===== src/rtl/ervp_lz_normalizer.sv =====
// ervp_lz_normalizer
// Two-stage leading-zero / redundant-sign-bit normalizer with valid/ready
// handshaking. S1 captures the input word. S2 captures the saturated shift
// count, the left-shifted word and a flag for words with no significant bit.
module ervp_lz_normalizer #(
    parameter int BW_DATA         = 32,
    parameter int BW_SHIFT_AMOUNT = 6,
    parameter int SIGNED_DATA     = 0
) (
    input  logic                       clk,
    input  logic                       rstnn,
    input  logic                       i_clear,
    input  logic                       i_valid,
    output logic                       i_ready,
    input  logic [BW_DATA-1:0]         i_data,
    output logic                       o_valid,
    input  logic                       o_ready,
    output logic [BW_DATA-1:0]         o_data,
    output logic [BW_SHIFT_AMOUNT-1:0] o_shift_amount,
    output logic                       o_zero
);

    // The largest positive value the signed shift-amount port can carry
    localparam int MAXC_SA = (2 ** (BW_SHIFT_AMOUNT - 1)) - 1;
    localparam int MAXC    = ((BW_DATA - 1) < MAXC_SA) ? (BW_DATA - 1) : MAXC_SA;
    localparam int BW_CNT  = $clog2(BW_DATA + 1);

    logic                       r_s1_valid;
    logic [BW_DATA-1:0]         r_s1_data;
    logic                       r_s2_valid;
    logic [BW_DATA-1:0]         r_o_data;
    logic [BW_SHIFT_AMOUNT-1:0] r_o_shift;
    logic                       r_o_zero;

    logic                       w_s2_advance;
    logic [BW_DATA-1:0]         w_scan;
    logic                       w_zero;
    logic [BW_CNT-1:0]          w_count;
    logic [BW_CNT-1:0]          w_count_sat;

    assign w_s2_advance   = !r_s2_valid || o_ready;
    assign i_ready        = !r_s1_valid || w_s2_advance;
    assign o_valid        = r_s2_valid;
    assign o_data         = r_o_data;
    assign o_shift_amount = r_o_shift;
    assign o_zero         = r_o_zero;

    // Build the word to scan: for signed data, bit k is set where the bit
    // differs from the sign, and a sentinel 1 at the LSB caps the count at
    // BW_DATA-1 so the sign bit itself is never counted as redundant.
    always_comb begin
        w_scan = r_s1_data;
        w_zero = (r_s1_data == '0);
        if (SIGNED_DATA != 0) begin
            w_scan = {r_s1_data[BW_DATA-2:0] ^ {(BW_DATA-1){r_s1_data[BW_DATA-1]}}, 1'b1};
            w_zero = (w_scan[BW_DATA-1:1] == '0);
        end
    end

    // Leading-zero count of the scan word; the highest set bit wins
    always_comb begin
        w_count = BW_CNT'(BW_DATA);
        for (int unsigned k = 0; k < BW_DATA; k++) begin
            if (w_scan[k]) begin
                w_count = BW_CNT'(BW_DATA - 1 - k);
            end
        end
        w_count_sat = (w_count > BW_CNT'(MAXC)) ? BW_CNT'(MAXC) : w_count;
    end

    // Pipeline state: clear has priority, S2 loads when it can advance, S1
    // refills in the same cycle it hands its word on.
    always_ff @(posedge clk or negedge rstnn) begin
        if (!rstnn) begin
            r_s1_valid <= 1'b0;
            r_s1_data  <= '0;
            r_s2_valid <= 1'b0;
            r_o_data   <= '0;
            r_o_shift  <= '0;
            r_o_zero   <= 1'b0;
        end else if (i_clear) begin
            r_s1_valid <= 1'b0;
            r_s2_valid <= 1'b0;
        end else begin
            if (w_s2_advance) begin
                r_s2_valid <= r_s1_valid;
                if (r_s1_valid) begin
                    r_o_data  <= r_s1_data << w_count_sat;
                    r_o_shift <= BW_SHIFT_AMOUNT'(w_count_sat);
                    r_o_zero  <= w_zero;
                end
            end
            if (i_ready) begin
                r_s1_valid <= i_valid;
                if (i_valid) begin
                    r_s1_data <= i_data;
                end
            end
        end
    end

endmodule


===== config.mk =====
export PLATFORM = sky130hd
export DESIGN_NAME = ervp_lz_normalizer
export DESIGN_NICKNAME = d
export VERILOG_FILES = /design/src/rtl/ervp_lz_normalizer.sv
export SDC_FILE = /design/constraint.sdc
export NUM_CORES = 1
export LEC_CHECK = 0
export ABC_CLOCK_PERIOD_IN_PS = 2800
export CELL_PAD_IN_SITES_DETAIL_PLACEMENT = 1
export CELL_PAD_IN_SITES_GLOBAL_PLACEMENT = 2
export CORE_MARGIN = 2
export CORE_UTILIZATION = 31
export CTS_BUF_LIST = sky130_fd_sc_hd__clkbuf_4 sky130_fd_sc_hd__clkbuf_8 sky130_fd_sc_hd__clkbuf_16
export DETAILED_ROUTE_END_ITERATION = 12
export PLACE_DENSITY_LB_ADDON = 0.1
export SLEW_MARGIN = 20
export SYNTH_ARGS = -nofsm -noshare
export SYNTH_HDL_FRONTEND = slang
export SYNTH_SLANG_ARGS = --single-unit
export TNS_END_PERCENT = 20

===== constraint.sdc =====
create_clock -name clk -period 2.8 [get_ports clk]
set_input_delay 0.56 -clock clk [delete_from_list [all_inputs] [get_ports clk]]
set_output_delay 0.56 -clock clk [all_outputs]
set_load 0.03 [all_outputs]

==> impl_metrics.ini, run 1 <==
[final_layout]
fill_cells = 1590
areaGrowthSynthToFinish_pct = 65.11
drive_gt1_share_pct = 45.10
final_util_pct = 52.22
multiInputGateArea_um2 = 3087
layout_commonest_cell = buf_4
mostFrequentLayoutCells = buf_4 (138), clkdlybuf4s50_1 (76), dfrtp_1 (66), nand2_1 (41), mux2_2 (34)
seqCellArea_um2 = 1836
n_antenna_cell = 0
final_nets = 715
final_cells = 867

[synthesis]
synthesis.nets = 496
seq_area_frac_synth_pct = 39.74
async_flop_share_pct = 100.0
ys_ff_latch = 73
synth_edf_count = 0
synth_top_area_share_pct = 39.74
yosysTopAreaCell = dfrtp_1
synth_compound_area_share_pct = 20.90
synth_cell_types = 65
ys_warn_count = 0
synth_area_um2 = 4597
synth_fa_ha_area_share_pct = 0
yosys-top-cells-area = dfrtp_1 (40%), mux2i_1 (10%), mux2_2 (9.1%)
syn_area_per_cell_um2 = 10.02
synth.area.mux_share_pct = 20.44
synth_top_family_by_area = compound AO/OA/AOI/OAI gates
synth_ff_type = dfrtp_1
synth_cells = 459
yosys.area_share.simple_pct = 15.00
synth_xor_xnor_area_share_pct = 0

[power_and_ir_drop]
p_switching_mw = 2.266
pwr-share-seq_pct = 25.2
swShare_pct = 37.82
p_int_mw = 3.725
power.density_nw_per_um2 = 789.4
irDropWorstVdd_v = 0.0003480
leakagePower_nw = 3.246
power.total_mw = 5.991
pwr-share-clk_pct = 23.3
comb_power_share_pct = 51.5

[critical_path]
critPathMaxFanout = 5
start_kind = flop
r2r_slack_ns = -0.17
crit_chain = buf_6 -> buf_4 -> nor2_2 -> o31a_1 -> o311ai_4 -> o21ai_2 -> nand2b_4 -> buf_12 -> mux2i_2 -> mux2i_2 -> mux2_4 -> a222oi_1 -> o221ai_1
cp_num_buf_inv = 3
crit_required_ns = 3.01
crit_family = compound AO/OA/AOI/OAI gates
cpMaxStageDelayCell = dfrtp_1
crit_type = reg2reg
critPathMaxStageDelay_ns = 0.41
crit_top_cell = mux2i_2
setup.worst_path.end_class = flop
worst_ep_arrival_time_ns = 3.18

[global_route]
antenna_found_initial = 0
grt.total_usage_pct = 21.93
grt_pass1_vias = 4894
grt_pass1_wl_um = 27340
grt_overflow = 0
grt_max_degree = 59

[flow_run]
drv_cap = 0

[clock_network]
ctsHtreeMaxLevel = 3
clock_latency_ns = 0.36
cts_made_buffers = 9
numClockSinks = 73
cts_tree = done
cts_buffer_depth = 2
clkTransAtPathRegs_ns = 0.07
root_buffer = clkbuf_16

[sta]
report.final.slew_viol_count = 0
worst_pin_slew_ns = 0.7791
fin_skew_ns = 0.009566
slew_headroom_pct = 48.06
setup_violations = 15
fin_crit_sh_pct = 106.2
layout_setup_ws_ns = -0.1738
finalCriticalPeriod_ns = 2.974
fmax_mhz = 336.3
grt_setup_unrepaired = true
hold_violations = 0

[detailed_routing]
drt_iter0_drc = 223
wl_um = 17070
drt_pre_antenna_iters = 5
vias_per_cell = 5.306
drtAntennaViolNets = 0
wl_per_cell_um = 19.69
vias = 4600
drcViolationCount = 0

[die]
die_w_um = 125.8
num_io_pins = 78
die_h_um = 125.8
core_um2 = 14530
initial_core_util_pct = 31.63
num_rows = 44
die_area_um2 = 15820

[worst_hold_path]
worstHoldPathType = in2async

[outcome]
outcome = complete, but fails checks
violations = negative setup slack

[placed_design]
post-dp-hpwl_um = 13050
port_buffers = 77
gp_congestion = 0.8354
placedCellCount = 832
==> power groups by stage <==
| stage | Sequential [mW] | Clock, mW | Combinational [mW] |
|---|---|---|---|
| 6_report | 1.51 | 1.39 | 3.09 |
| 3_5_place_dp | 1.51 | 0 | 2.72 |
| 3_3_place_gp | 1.50 | 0 | 2.68 |
| 2_1_floorplan | 1.85 | 0 | 1.04 |
| 4_1_cts | 1.51 | 1.42 | 2.97 |
| 5_1_grt | 1.55 | 1.47 | 3.29 |
==> cell families (layout without fill, tap and decap cells) <==
logic type / count (synthesis) / in the layout
compound gates: 135 / 135
buf+inv: 34 / 256
flops: 73 / 73
mux: 88 / 88
simple gates: 129 / 131
==> synthesized netlist by cell type (2+ instances only) <==
| master | number |
|---|---|
| o21ai_2 | 2 |
| mux2i_2 | 2 |
| o21ai_1 | 5 |
| nor4_4 | 2 |
| a2bb2oi_1 | 2 |
| inv_1 | 9 |
| o211ai_1 | 2 |
| nor4_2 | 2 |
| nand2_1 | 43 |
| a31oi_1 | 4 |
| buf_1 | 2 |
| a22o_1 | 11 |
| and2_1 | 5 |
| nor2b_1 | 3 |
| o21a_1 | 4 |
| a222oi_1 | 4 |
| nor4_1 | 6 |
| a22oi_1 | 20 |
| a211oi_1 | 2 |
| mux2i_1 | 48 |
| clkbuf_1 | 12 |
| buf_6 | 3 |
| a221o_1 | 2 |
| or4_4 | 2 |
| o31ai_1 | 3 |
| nand3_1 | 3 |
| buf_2 | 5 |
| nor2_4 | 3 |
| dfrtp_1 | 73 |
| a221oi_2 | 2 |
| nor2_1 | 34 |
| o21ai_0 | 22 |
| a221oi_1 | 3 |
| nor3_1 | 15 |
| o221ai_1 | 4 |
| a21o_1 | 3 |
| a21oi_1 | 27 |
| buf_4 | 2 |
| mux2_2 | 37 |
==> final cells by class <==
| class | count | share of cell area (%) |
|---|---|---|
| multi-input combinational | 354 | 40.67 |
| clock buffer | 10 | 3.149 |
| sequential | 73 | 24.18 |
| inverter | 9 | 0.4451 |
| tap | 184 | 3.033 |
| clock inverter | 6 | 1.517 |
| timing repair buffer | 231 | 27.00 |
==> flip-flops by register name, indices dropped and copies added, names as in the netlist <==
register        count
r_s1_data          32
o_valid             1
o_shift_amount      6
o_zero              1
r_s1_valid          1
o_data             32
==> worst paths after layout <==
kind	from	end	depth (start not counted)
max	r_s1_data[19]$_DFFE_PN0P_	o_data[25]$_DFFE_PN0P_	13
min	rstnn	o_data[12]$_DFFE_PN0P_	1
max reg2reg	r_s1_data[19]$_DFFE_PN0P_	o_data[25]$_DFFE_PN0P_	13
min reg2reg	o_data[20]$_DFFE_PN0P_	o_data[20]$_DFFE_PN0P_	2
max in group asynchronous	rstnn	r_s1_data[4]$_DFFE_PN0P_	2
min in group clk	o_data[20]$_DFFE_PN0P_	o_data[20]$_DFFE_PN0P_	2
==> repair_timing <==
action | CTS | global route
setup buffers | 14 | 3
resized for setup | 65 | 36
endpoints found under the setup margin | 27 | 26
pin swaps | 19 | 11
gates cloned | 2 | 0
hold buffers | 0 | 0
==> per-layer routing <==
layer  GRT usage [%]  vias to the layer above  part of all wire (%)  routed length [µm]
li1                -                     2179                     -                   -
met4           7.111                        0                   1.6                 278
met5               0                        -                     0                   0
met2           36.95                       94                    50                8500
met3           2.676                       23                   3.4                 574
met1           29.47                     2304                    45                7714
==> stage by stage <==
step	worst slack, ns	setup TNS, ns	cell area (µm²)	hold WS (ns)
floorplan	-0.01063	-0.01063	4661	0.2644
global placement	-0.4110	-4.439	6613	0.4633
detailed placement	-0.4156	-5.944	6613	0.4740
CTS	-0.1247	-0.7696	7400	0.3178
global route	-0.2809	-4.212	7590	0.3504
finish	-0.1738	-0.9355	7590	0.2718
No activity file was read; power rests on OpenSTA's default activity.
==> run 2, diff against run 1 <==
- SETUP_SLACK_MARGIN: default -> 0.05
==> run 2 against run 1 <==
  * The run still ends with negative setup slack left
  * Die area is the same
  * Sequential power about the same
  * Worst setup slack improved by 0.0082 ns
  * Count of clock-buffer cells in the layout stayed put
  * Register-to-register slack about the same
  * Sequential cell count unchanged
  * Fmax increased by 0.28%
  * Non-clock buffer count rose by 1
  * Hold slack worse by 0.10 ns
  * Global-route usage is 0.59 points higher
  * Cell count is the same
  * Wire length rose by 1.9%
  * Critical path type unchanged
  * Critical endpoint is now o_data[22]$_DFFE_PN0P_
  * Largest power group unchanged
==> impl_metrics.ini, run 2 (synthesis gave the netlist of run 1 again) <==
[critical_path]
r2r_slack_ns = -0.17
rr_startpoint = r_s1_data[7]$_DFFE_PN0P_
crit_required_ns = 3.06
cpMaxStageDelayCell = dfrtp_1
crit_chain = nor4_2 -> buf_4 -> nand4_4 -> or3_4 -> nand2b_4 -> buf_4 -> mux2i_1 -> buf_4 -> a22o_1 -> a221oi_4 -> o2bb2ai_1 -> o31ai_2
critPathMaxFanout = 7
cp_num_buf_inv = 3
worst_ep_arrival_time_ns = 3.23
crit_top_cell = buf_4
critPathMaxStageDelay_ns = 0.42
crit_type = reg2reg
r2r_end = o_data[22]$_DFFE_PN0P_
start_kind = flop
crit_family = simple AND/OR/NAND/NOR gates
reg2reg_depth = 12
setup.worst_path.end_class = flop

[detailed_routing]
wl_per_cell_um = 20.06
drt_iter0_drc = 204
drt_pre_antenna_iters = 5
vias = 4527
drtAntennaViolNets = 0
drcViolationCount = 0
wl_um = 17390
vias_per_cell = 5.221

[placed_design]
gp_congestion = 0.8624
port_buffers = 77
post-dp-hpwl_um = 13610
placedCellCount = 839
pre_cts_slack_ns = -0.3647

[power_and_ir_drop]
power.density_nw_per_um2 = 775.8
power.total_mw = 5.700
irDropWorstVdd_v = 0.0002848
leakagePower_nw = 3.219

[final_layout]
fill_cells = 1625
final_util_pct = 50.55
drive_gt1_share_pct = 42.17
n_antenna_cell = 0
mostFrequentLayoutCells = buf_4 (141), clkdlybuf4s50_1 (76), dfrtp_1 (69), nand2_1 (42)
layout_commonest_cell = buf_4
final_nets = 715
final_cells = 867
areaGrowthSynthToFinish_pct = 59.83

[global_route]
grt_max_degree = 39
antenna_found_initial = 0
grt.total_usage_pct = 22.52
grt_pass1_wl_um = 28060
grt_overflow = 0
grt_pass1_vias = 4943

[sta]
grt_setup_unrepaired = true
layout_setup_ws_ns = -0.1655
report.final.slew_viol_count = 0
fin_skew_ns = 0.005243
hold_violations = 0
fmax_mhz = 337.2
setup_violations = 17
worst_pin_slew_ns = 0.5585
finalCriticalPeriod_ns = 2.966
slew_headroom_pct = 62.48
fin_crit_sh_pct = 105.9

[clock_network]
clock_latency_ns = 0.35
cts_tree = done
numClockSinks = 73
ctsHtreeMaxLevel = 3
root_buffer = clkbuf_16
postCtsHoldBufs = 0
clkTransAtPathRegs_ns = 0.06
cts_buffer_depth = 2
cts_made_buffers = 9

[outcome]
violations = negative setup slack
outcome = complete, but fails checks

[die]
initial_core_util_pct = 31.63
die_h_um = 125.8
die_w_um = 125.8
num_io_pins = 78
die_area_um2 = 15820
core_um2 = 14530
num_rows = 44

[flow_run]
drv_cap = 0

[worst_hold_path]
worstHoldPathType = in2async
[run 2: cell types whose count changed in the layout (fill, tap and decap cells not counted), sizes merged]
cell / change
clkinv: +2
bufinv: -2
buf: +1
nor2: -1
[run 2: worst max-delay path by stage]
stage                              startpoint                     end  slack, ns  depth (start not counted)
finish               r_s1_data[7]$_DFFE_PN0P_  o_data[22]$_DFFE_PN0P_      -0.17                         12
global route         r_s1_data[3]$_DFFE_PN0P_  o_data[27]$_DFFE_PN0P_      -0.30                         11
global placement     r_s1_data[2]$_DFFE_PN0P_  o_data[29]$_DFFE_PN0P_      -0.32                         13
detailed placement   r_s1_data[5]$_DFFE_PN0P_  o_data[29]$_DFFE_PN0P_      -0.36                         14
floorplan           r_s1_data[31]$_DFFE_PN0P_  o_data[25]$_DFFE_PN0P_      0.002                         11
CTS                  r_s1_data[7]$_DFFE_PN0P_  o_data[25]$_DFFE_PN0P_      -0.16                         12
[run 2: cell type report]
| class | count | area, µm² | area share (%) |
|---|---|---|---|
| clock buffer | 10 | 239.0 | 3.253 |
| clock inverter | 6 | 57.56 | 0.7834 |
| inverter | 9 | 33.78 | 0.4598 |
| multi-input combinational | 353 | 2940 | 40.02 |
| sequential | 73 | 1832 | 24.93 |
| tap | 184 | 230.2 | 3.134 |
| timing repair buffer | 232 | 2014 | 27.42 |
[run 2: timing repair]
item                                    in CTS  in global routing
cloned                                       1                  0
resized for setup                           54                 14
setup buffers                                8                  3
endpoints found under the setup margin      27                 28
pin swaps                                   19                  3
[run 2: routing by layer]
metal  wire [µm]  track usage (%)  part of all wire (%)
met5           0                0                     0
met4         319            6.529                   1.8
met2        8503            38.28                    49
met1        8092            29.86                    47
met3         473            3.398                   2.7
[run 2: worst reg2reg max path: cells and delay by family, from the launching register on]
| family | cells | cell delay (ns) |
|---|---|---|
| flops | 1 | 0.42 |
| buf+inv | 3 | 0.52 |
| simple gates | 4 | 0.97 |
| mux | 1 | 0.09 |
| compound gates | 4 | 0.88 |
[run 2: where the power goes]
group	switching (mW)	internal (mW)
logic	1.51	1.47
clock network	0.486	0.708
registers	0.222	1.30
[run 2: through the flow]
| step | TNS, ns | hold slack [ns] | area (µm²) |
|---|---|---|---|
| 4_1_cts | -1.396 | 0.1855 | 7244 |
| 6_report | -1.706 | 0.1706 | 7347 |
| 3_3_place_gp | -4.416 | 0.4613 | 6640 |
| 5_1_grt | -4.906 | 0.2138 | 7347 |
| 2_1_floorplan | 0 | 0.2644 | 4673 |
| 3_5_place_dp | -5.605 | 0.4752 | 6640 |
==> run 3, diff against run 2 <==
- RECOVER_POWER: default -> 100
- SLEW_MARGIN: 20 -> 25
==> run 3 against run 2 <==
  * The flow finishes with violations (max-capacitance violations, max-slew violations, negative setup slack)
  * Die area unchanged
  * Fmax increased by 0.34%
  * Utilization decreased by 0.30 points
  * Cell count unchanged
  * Power decreased by 1.5%
  * Wire length decreased by 0.20%
  * Clock skew about the same
  * Critical endpoint unchanged
==> impl_metrics.ini, run 3 (synthesis gave the netlist of run 1 again) <==
[outcome]
outcome = complete, but fails checks
violations = max-capacitance violations, max-slew violations, negative setup slack

[sta]
layout_setup_ws_ns = -0.1555
report.final.slew_viol_count = 37
fmax_mhz = 338.4
setup_violations = 17
finalCriticalPeriod_ns = 2.955
fin_skew_ns = 0.005247
fin_crit_sh_pct = 105.6
worst_pin_slew_ns = 2.042
grt_setup_unrepaired = true
slew_headroom_pct = -36.14
whs_ns = 0.4762
hold_violations = 0

[power_and_ir_drop]
power.density_nw_per_um2 = 768.5
leakagePower_nw = 3.264
irDropWorstVdd_v = 0.0002849
power.total_mw = 5.613

[global_route]
antenna_found_initial = 0
grt_pass1_vias = 4943
grt_max_degree = 39
grt_overflow = 0
grt_pass1_wl_um = 28060
grt.total_usage_pct = 22.52

[critical_path]
start_kind = flop
critPathMaxFanout = 7
cpMaxStageDelayCell = dfrtp_1
crit_top_cell = buf_4
crit_required_ns = 3.06
crit_chain = nor4_2 -> buf_4 -> nand4_4 -> or3_4 -> nand2b_4 -> buf_4 -> mux2i_1 -> buf_4 -> a22o_1 -> a221oi_4 -> o2bb2ai_1 -> o31ai_2
reg2reg_depth = 12
r2r_slack_ns = -0.16
rr_startpoint = r_s1_data[7]$_DFFE_PN0P_
crit_type = reg2reg
critPathMaxStageDelay_ns = 0.42
worst_ep_arrival_time_ns = 3.22
setup.worst_path.end_class = flop
r2r_end = o_data[22]$_DFFE_PN0P_

[detailed_routing]
wl_um = 17360
drt_pre_antenna_iters = 5
drtAntennaViolNets = 0
wl_per_cell_um = 20.02
drt_iter0_drc = 213
drcViolationCount = 0
vias = 4523
vias_per_cell = 5.217

[die]
num_io_pins = 78
die_w_um = 125.8
die_area_um2 = 15820
initial_core_util_pct = 31.63
core_um2 = 14530
num_rows = 44
die_h_um = 125.8

[clock_network]
clock_latency_ns = 0.35
numClockSinks = 73
cts_tree = done
cts_buffer_depth = 2
root_buffer = clkbuf_16
ctsHtreeMaxLevel = 3
cts_made_buffers = 9
clkTransAtPathRegs_ns = 0.06

[flow_run]
drv_cap = 1

[worst_hold_path]
hold_depth = 2
min_from = o_shift_amount[4]$_DFFE_PN0P_
worstHoldPathType = reg2reg
holdPathEnd = o_shift_amount[4]$_DFFE_PN0P_

[placed_design]
pre_cts_slack_ns = -0.3647
post-dp-hpwl_um = 13610
placedCellCount = 839
port_buffers = 77
gp_congestion = 0.8624

[final_layout]
final_nets = 715
layout_commonest_cell = buf_4
drive_gt1_share_pct = 41.87
mostFrequentLayoutCells = buf_4 (139), dfrtp_1 (69), nand2_1 (42), dlygate4sd3_1 (41)
final_cells = 867
n_antenna_cell = 0
areaGrowthSynthToFinish_pct = 58.87
[run 3: cell types whose count changed in the layout (fill, tap and decap cells not counted), moves of 2 or more]
cell / change
clkdlybuf4s50_1: -41
dlygate4sd3_1: +41
buf_12: -2
buf_4: -2
clkbuf_1: +2
[run 3: metrics by stage]
| stage | cell area (µm²) | util, % | TNS (ns) |
|---|---|---|---|
| final | 7303 | 50.25 | -1.591 |
| after global routing | 7303 | 50.25 | -8.548 |
| after CTS | 7244 | 49.85 | -1.396 |
| after detailed placement | 6640 | 45.69 | -5.605 |
| after global placement | 6640 | 45.69 | -4.416 |
| after floorplan | 4673 | - | 0 |
[run 3: layout make-up]
cell class / count / area (µm²)
Tap cell: 184 / 230.2
Clock inverter: 6 / 57.56
Inverter: 9 / 33.78
Sequential cell: 73 / 1832
Timing Repair Buffer: 232 / 1979
Fill cell: 1627 / 7231
Clock buffer: 10 / 239.0
Multi-Input combinational cell: 353 / 2932
[run 3: power breakdown]
part,internal [mW],switching [mW]
clock,0.708,0.485
combinational,1.40,1.51
sequential,1.30,0.213
[run 3: routing by layer]
metal	vias up	GRT usage, %	share of wire, %	routed length, µm
met5	-	0	0	0
met4	0	6.529	2.0	354
met3	27	3.398	3.3	576
met2	95	38.28	49	8529
met1	2217	29.86	45	7895
li1	2184	-	-	-
[run 3: what timing repair did]
action,CTS,global route
gates cloned,1,0
pin swaps,19,3
endpoints found under the hold margin,0,0
endpoints found under the setup margin,27,28
hold buffers,0,0
buffers inserted,8,3
resized for setup,54,14
[run 3: critical path: cells and delay by family, from the launching register on]
kind	cells	cell delay [ns]
compound gates	4	0.87
buf+inv	3	0.52
flops	1	0.42
mux	1	0.09
simple gates	4	0.97
[run 3: how the worst max path moves through the flow]
stage / start / depth (start not counted) / slack, ns / to
global placement: r_s1_data[2]$_DFFE_PN0P_ / 13 / -0.32 / o_data[29]$_DFFE_PN0P_
global route: r_s1_data[3]$_DFFE_PN0P_ / 11 / -0.30 / o_data[27]$_DFFE_PN0P_
detailed placement: r_s1_data[5]$_DFFE_PN0P_ / 14 / -0.36 / o_data[29]$_DFFE_PN0P_
floorplan: r_s1_data[31]$_DFFE_PN0P_ / 11 / 0.002 / o_data[25]$_DFFE_PN0P_
CTS: r_s1_data[7]$_DFFE_PN0P_ / 12 / -0.16 / o_data[25]$_DFFE_PN0P_
finish: r_s1_data[7]$_DFFE_PN0P_ / 12 / -0.16 / o_data[22]$_DFFE_PN0P_
==> edit: new RTL, config.mk and constraints of run 3 <==
`BW_DATA`: 32 -> 64.
--- a/src/rtl/ervp_lz_normalizer.sv
+++ b/src/rtl/ervp_lz_normalizer.sv
@@ -5,3 +5,3 @@
 module ervp_lz_normalizer #(
-    parameter int BW_DATA         = 32,
+    parameter int BW_DATA         = 64,
     parameter int BW_SHIFT_AMOUNT = 6,
Interface: changed (resized i_data and o_data); port bits go from 78 to 142. The function was not compared with the original's and may differ.
==> edit against run 3 <==
The run ends with negative setup slack left; wire length increased to 2.8 times the old value; worst setup slack got worse by 0.44 ns; non-clock buffer count increased by 294; area after synthesis increased by 110%; sequential cell count increased by 64; via count increased by 140%; combinational power increased to 2.6 times the old value; final area increased by 120%; clock power increased by 110%; global-route usage increased by 6.7 points; power increased by 130%; first-iteration DRC count increased to 3.0 times the old value; critical endpoint is now o_data[38]; highest routed layer unchanged.
==> edit: results (changes against run 3) <==
Outcome:
- Status: finished with violations (unchanged).
- Violated checks: negative setup slack (was max-capacitance violations, max-slew violations, negative setup slack).

GRT:
- The total routing usage reported by global routing is 29.2% (was 22.5%).
- The via count of the first global-routing pass came to 11400 (was 4943).
- The maximum number of pins on one net before global-route repair came to 54 (was 39).
- The global-route wire length before repair is 72000 um (was 28100 um).

Synth:
- Cell types occupying the most area after synthesis: sky130_fd_sc_hd__dfrtp_1 36%, sky130_fd_sc_hd__mux2_2 9.5%, sky130_fd_sc_hd__mux2i_1 5.4%, sky130_fd_sc_hd__nand2_1 4.1%, sky130_fd_sc_hd__nor2_1 4.0% (was sky130_fd_sc_hd__dfrtp_1 40%, sky130_fd_sc_hd__mux2i_1 10%, sky130_fd_sc_hd__mux2_2 9.1%, sky130_fd_sc_hd__nand2_1 3.5%, sky130_fd_sc_hd__a22oi_1 3.3%).
- The compound-gate portion of the synthesized area is 24.4% (was 20.9%).
- The distinct cell type count after synthesis is 87 (was 65).
- Leading cell types by count after synthesis: 137 x sky130_fd_sc_hd__dfrtp_1, 106 x sky130_fd_sc_hd__nand2_1, 103 x sky130_fd_sc_hd__nor2_1, 81 x sky130_fd_sc_hd__mux2_2, 68 x sky130_fd_sc_hd__a21oi_1 (was 73 x sky130_fd_sc_hd__dfrtp_1, 48 x sky130_fd_sc_hd__mux2i_1, 43 x sky130_fd_sc_hd__nand2_1, 37 x sky130_fd_sc_hd__mux2_2, 34 x sky130_fd_sc_hd__nor2_1).
- The part of the Yosys area used for sequential elements is 35.7% (was 39.7%).
- The multiplexer fraction of the synthesized cell area is 18.5% (was 20.4%).

Worst setup path:
- The start point of the critical path is r_s1_data[53] (was r_s1_data[7]).
- The worst reg2reg path depth was 14 (was 12).
- The maximum fanout count along the critical path was 6 (was 7).
- The endpoint of the worst register-to-register path is o_data[38] (was o_data[22]).
- The critical path's top delay family is compound AO/OA/AOI/OAI gates (was simple AND/OR/NAND/NOR gates).

Pwr:
- The worst-case vdd ir drop is 489 uV (was 285 uV).
- The sequential share of power is 22.3% (was 26.9%).
- The leakage power of the design came to 6.85 nW (was 3.26 nW).
- The clock power share is 19.4% (was 21.3%).

Timing:
- The final-report setup violation count came to 60 (was 17).
- The worst setup slack after layout is -0.592 ns (was -0.155 ns).

Placed design:
- The placer's final routability congestion estimate is 0.903 (was 0.862).
- The number of instances in the placed design is 1836 (was 839).
- The cell area reported after detailed placement was 0.0138 mm^2 (was 0.00664 mm^2).

Worst hold path:
- The class of the tightest hold or removal check is in2async (was reg2reg).

Route:
- The aggregate routed wire length is 47900 um (was 17400 um).
- The iteration count of the initial detailed-routing pass is 8 (was 5).

CTS:
- The TritonCTS buffer count came to 17 (was 9).
- The total number of clock tree sinks is 137 (was 73).

Final layout:
- The count of fill cells added during filler insertion is 3405 (was 1627).
edit: changes by cell type after synthesis, sizes merged, moves of 11 or more:
cell    change
nand2      +63
nor3       +21
nor2       +67
o21ai      +39
a211oi     +22
nor4       +11
a21oi      +43
clkbuf     +40
buf        +25
mux4       +14
o211ai     +18
mux2       +45
dfrtp      +64
inv        +14
edit: final cells by class:
| class | count | area [um^2] | share of cell area [%] |
|---|---|---|---|
| clock inverter | 14 | 171 | 1.05 |
| sequential | 137 | 3440 | 21.1 |
| timing repair buffer | 526 | 4740 | 29.0 |
| inverter | 23 | 86.3 | 0.528 |
| tap | 396 | 495 | 3.03 |
| multi-input combinational | 814 | 6970 | 42.6 |
| clock buffer | 18 | 439 | 2.69 |
edit: timing repair:
| action | CTS | global route |
|---|---|---|
| setup endpoints to repair | 64 | 63 |
| gates cloned | 6 | 1 |
| gates resized for setup | 183 | 135 |
| setup buffers | 35 | 19 |
| pin swaps | 42 | 47 |
edit: worst min path at each step:
stage / start / depth (start not counted) / to
detailed placement: o_shift_amount[3] / 2 / o_shift_amount[3]
global placement: o_data[63] / 2 / o_data[63]
CTS: rstnn / 1 / o_shift_amount[2]
global route: rstnn / 1 / o_shift_amount[3]
floorplan: rstnn / 0 / o_data[0]
finish: rstnn / 1 / o_shift_amount[4]
edit: through the flow:
step | worst slack (ns) | hold WS, ns | TNS (ns)
after floorplan | -0.336 | 0.264 | -9.45
after global placement | -0.789 | 0.462 | -36.84
after CTS | -0.549 | 0.0736 | -23.62
final | -0.592 | 0.421 | -25.22
after detailed placement | -0.824 | 0.469 | -38.61
after global routing | -0.676 | 0.482 | -34.02
edit: layer usage:
layer	global-route usage (%)	part of all wire (%)	vias up
met5	0	0	-
met4	11.0	3.3	0
li1	-	-	4966
met3	3.69	4.5	78
met1	40.0	45	5546
met2	47.1	47	326
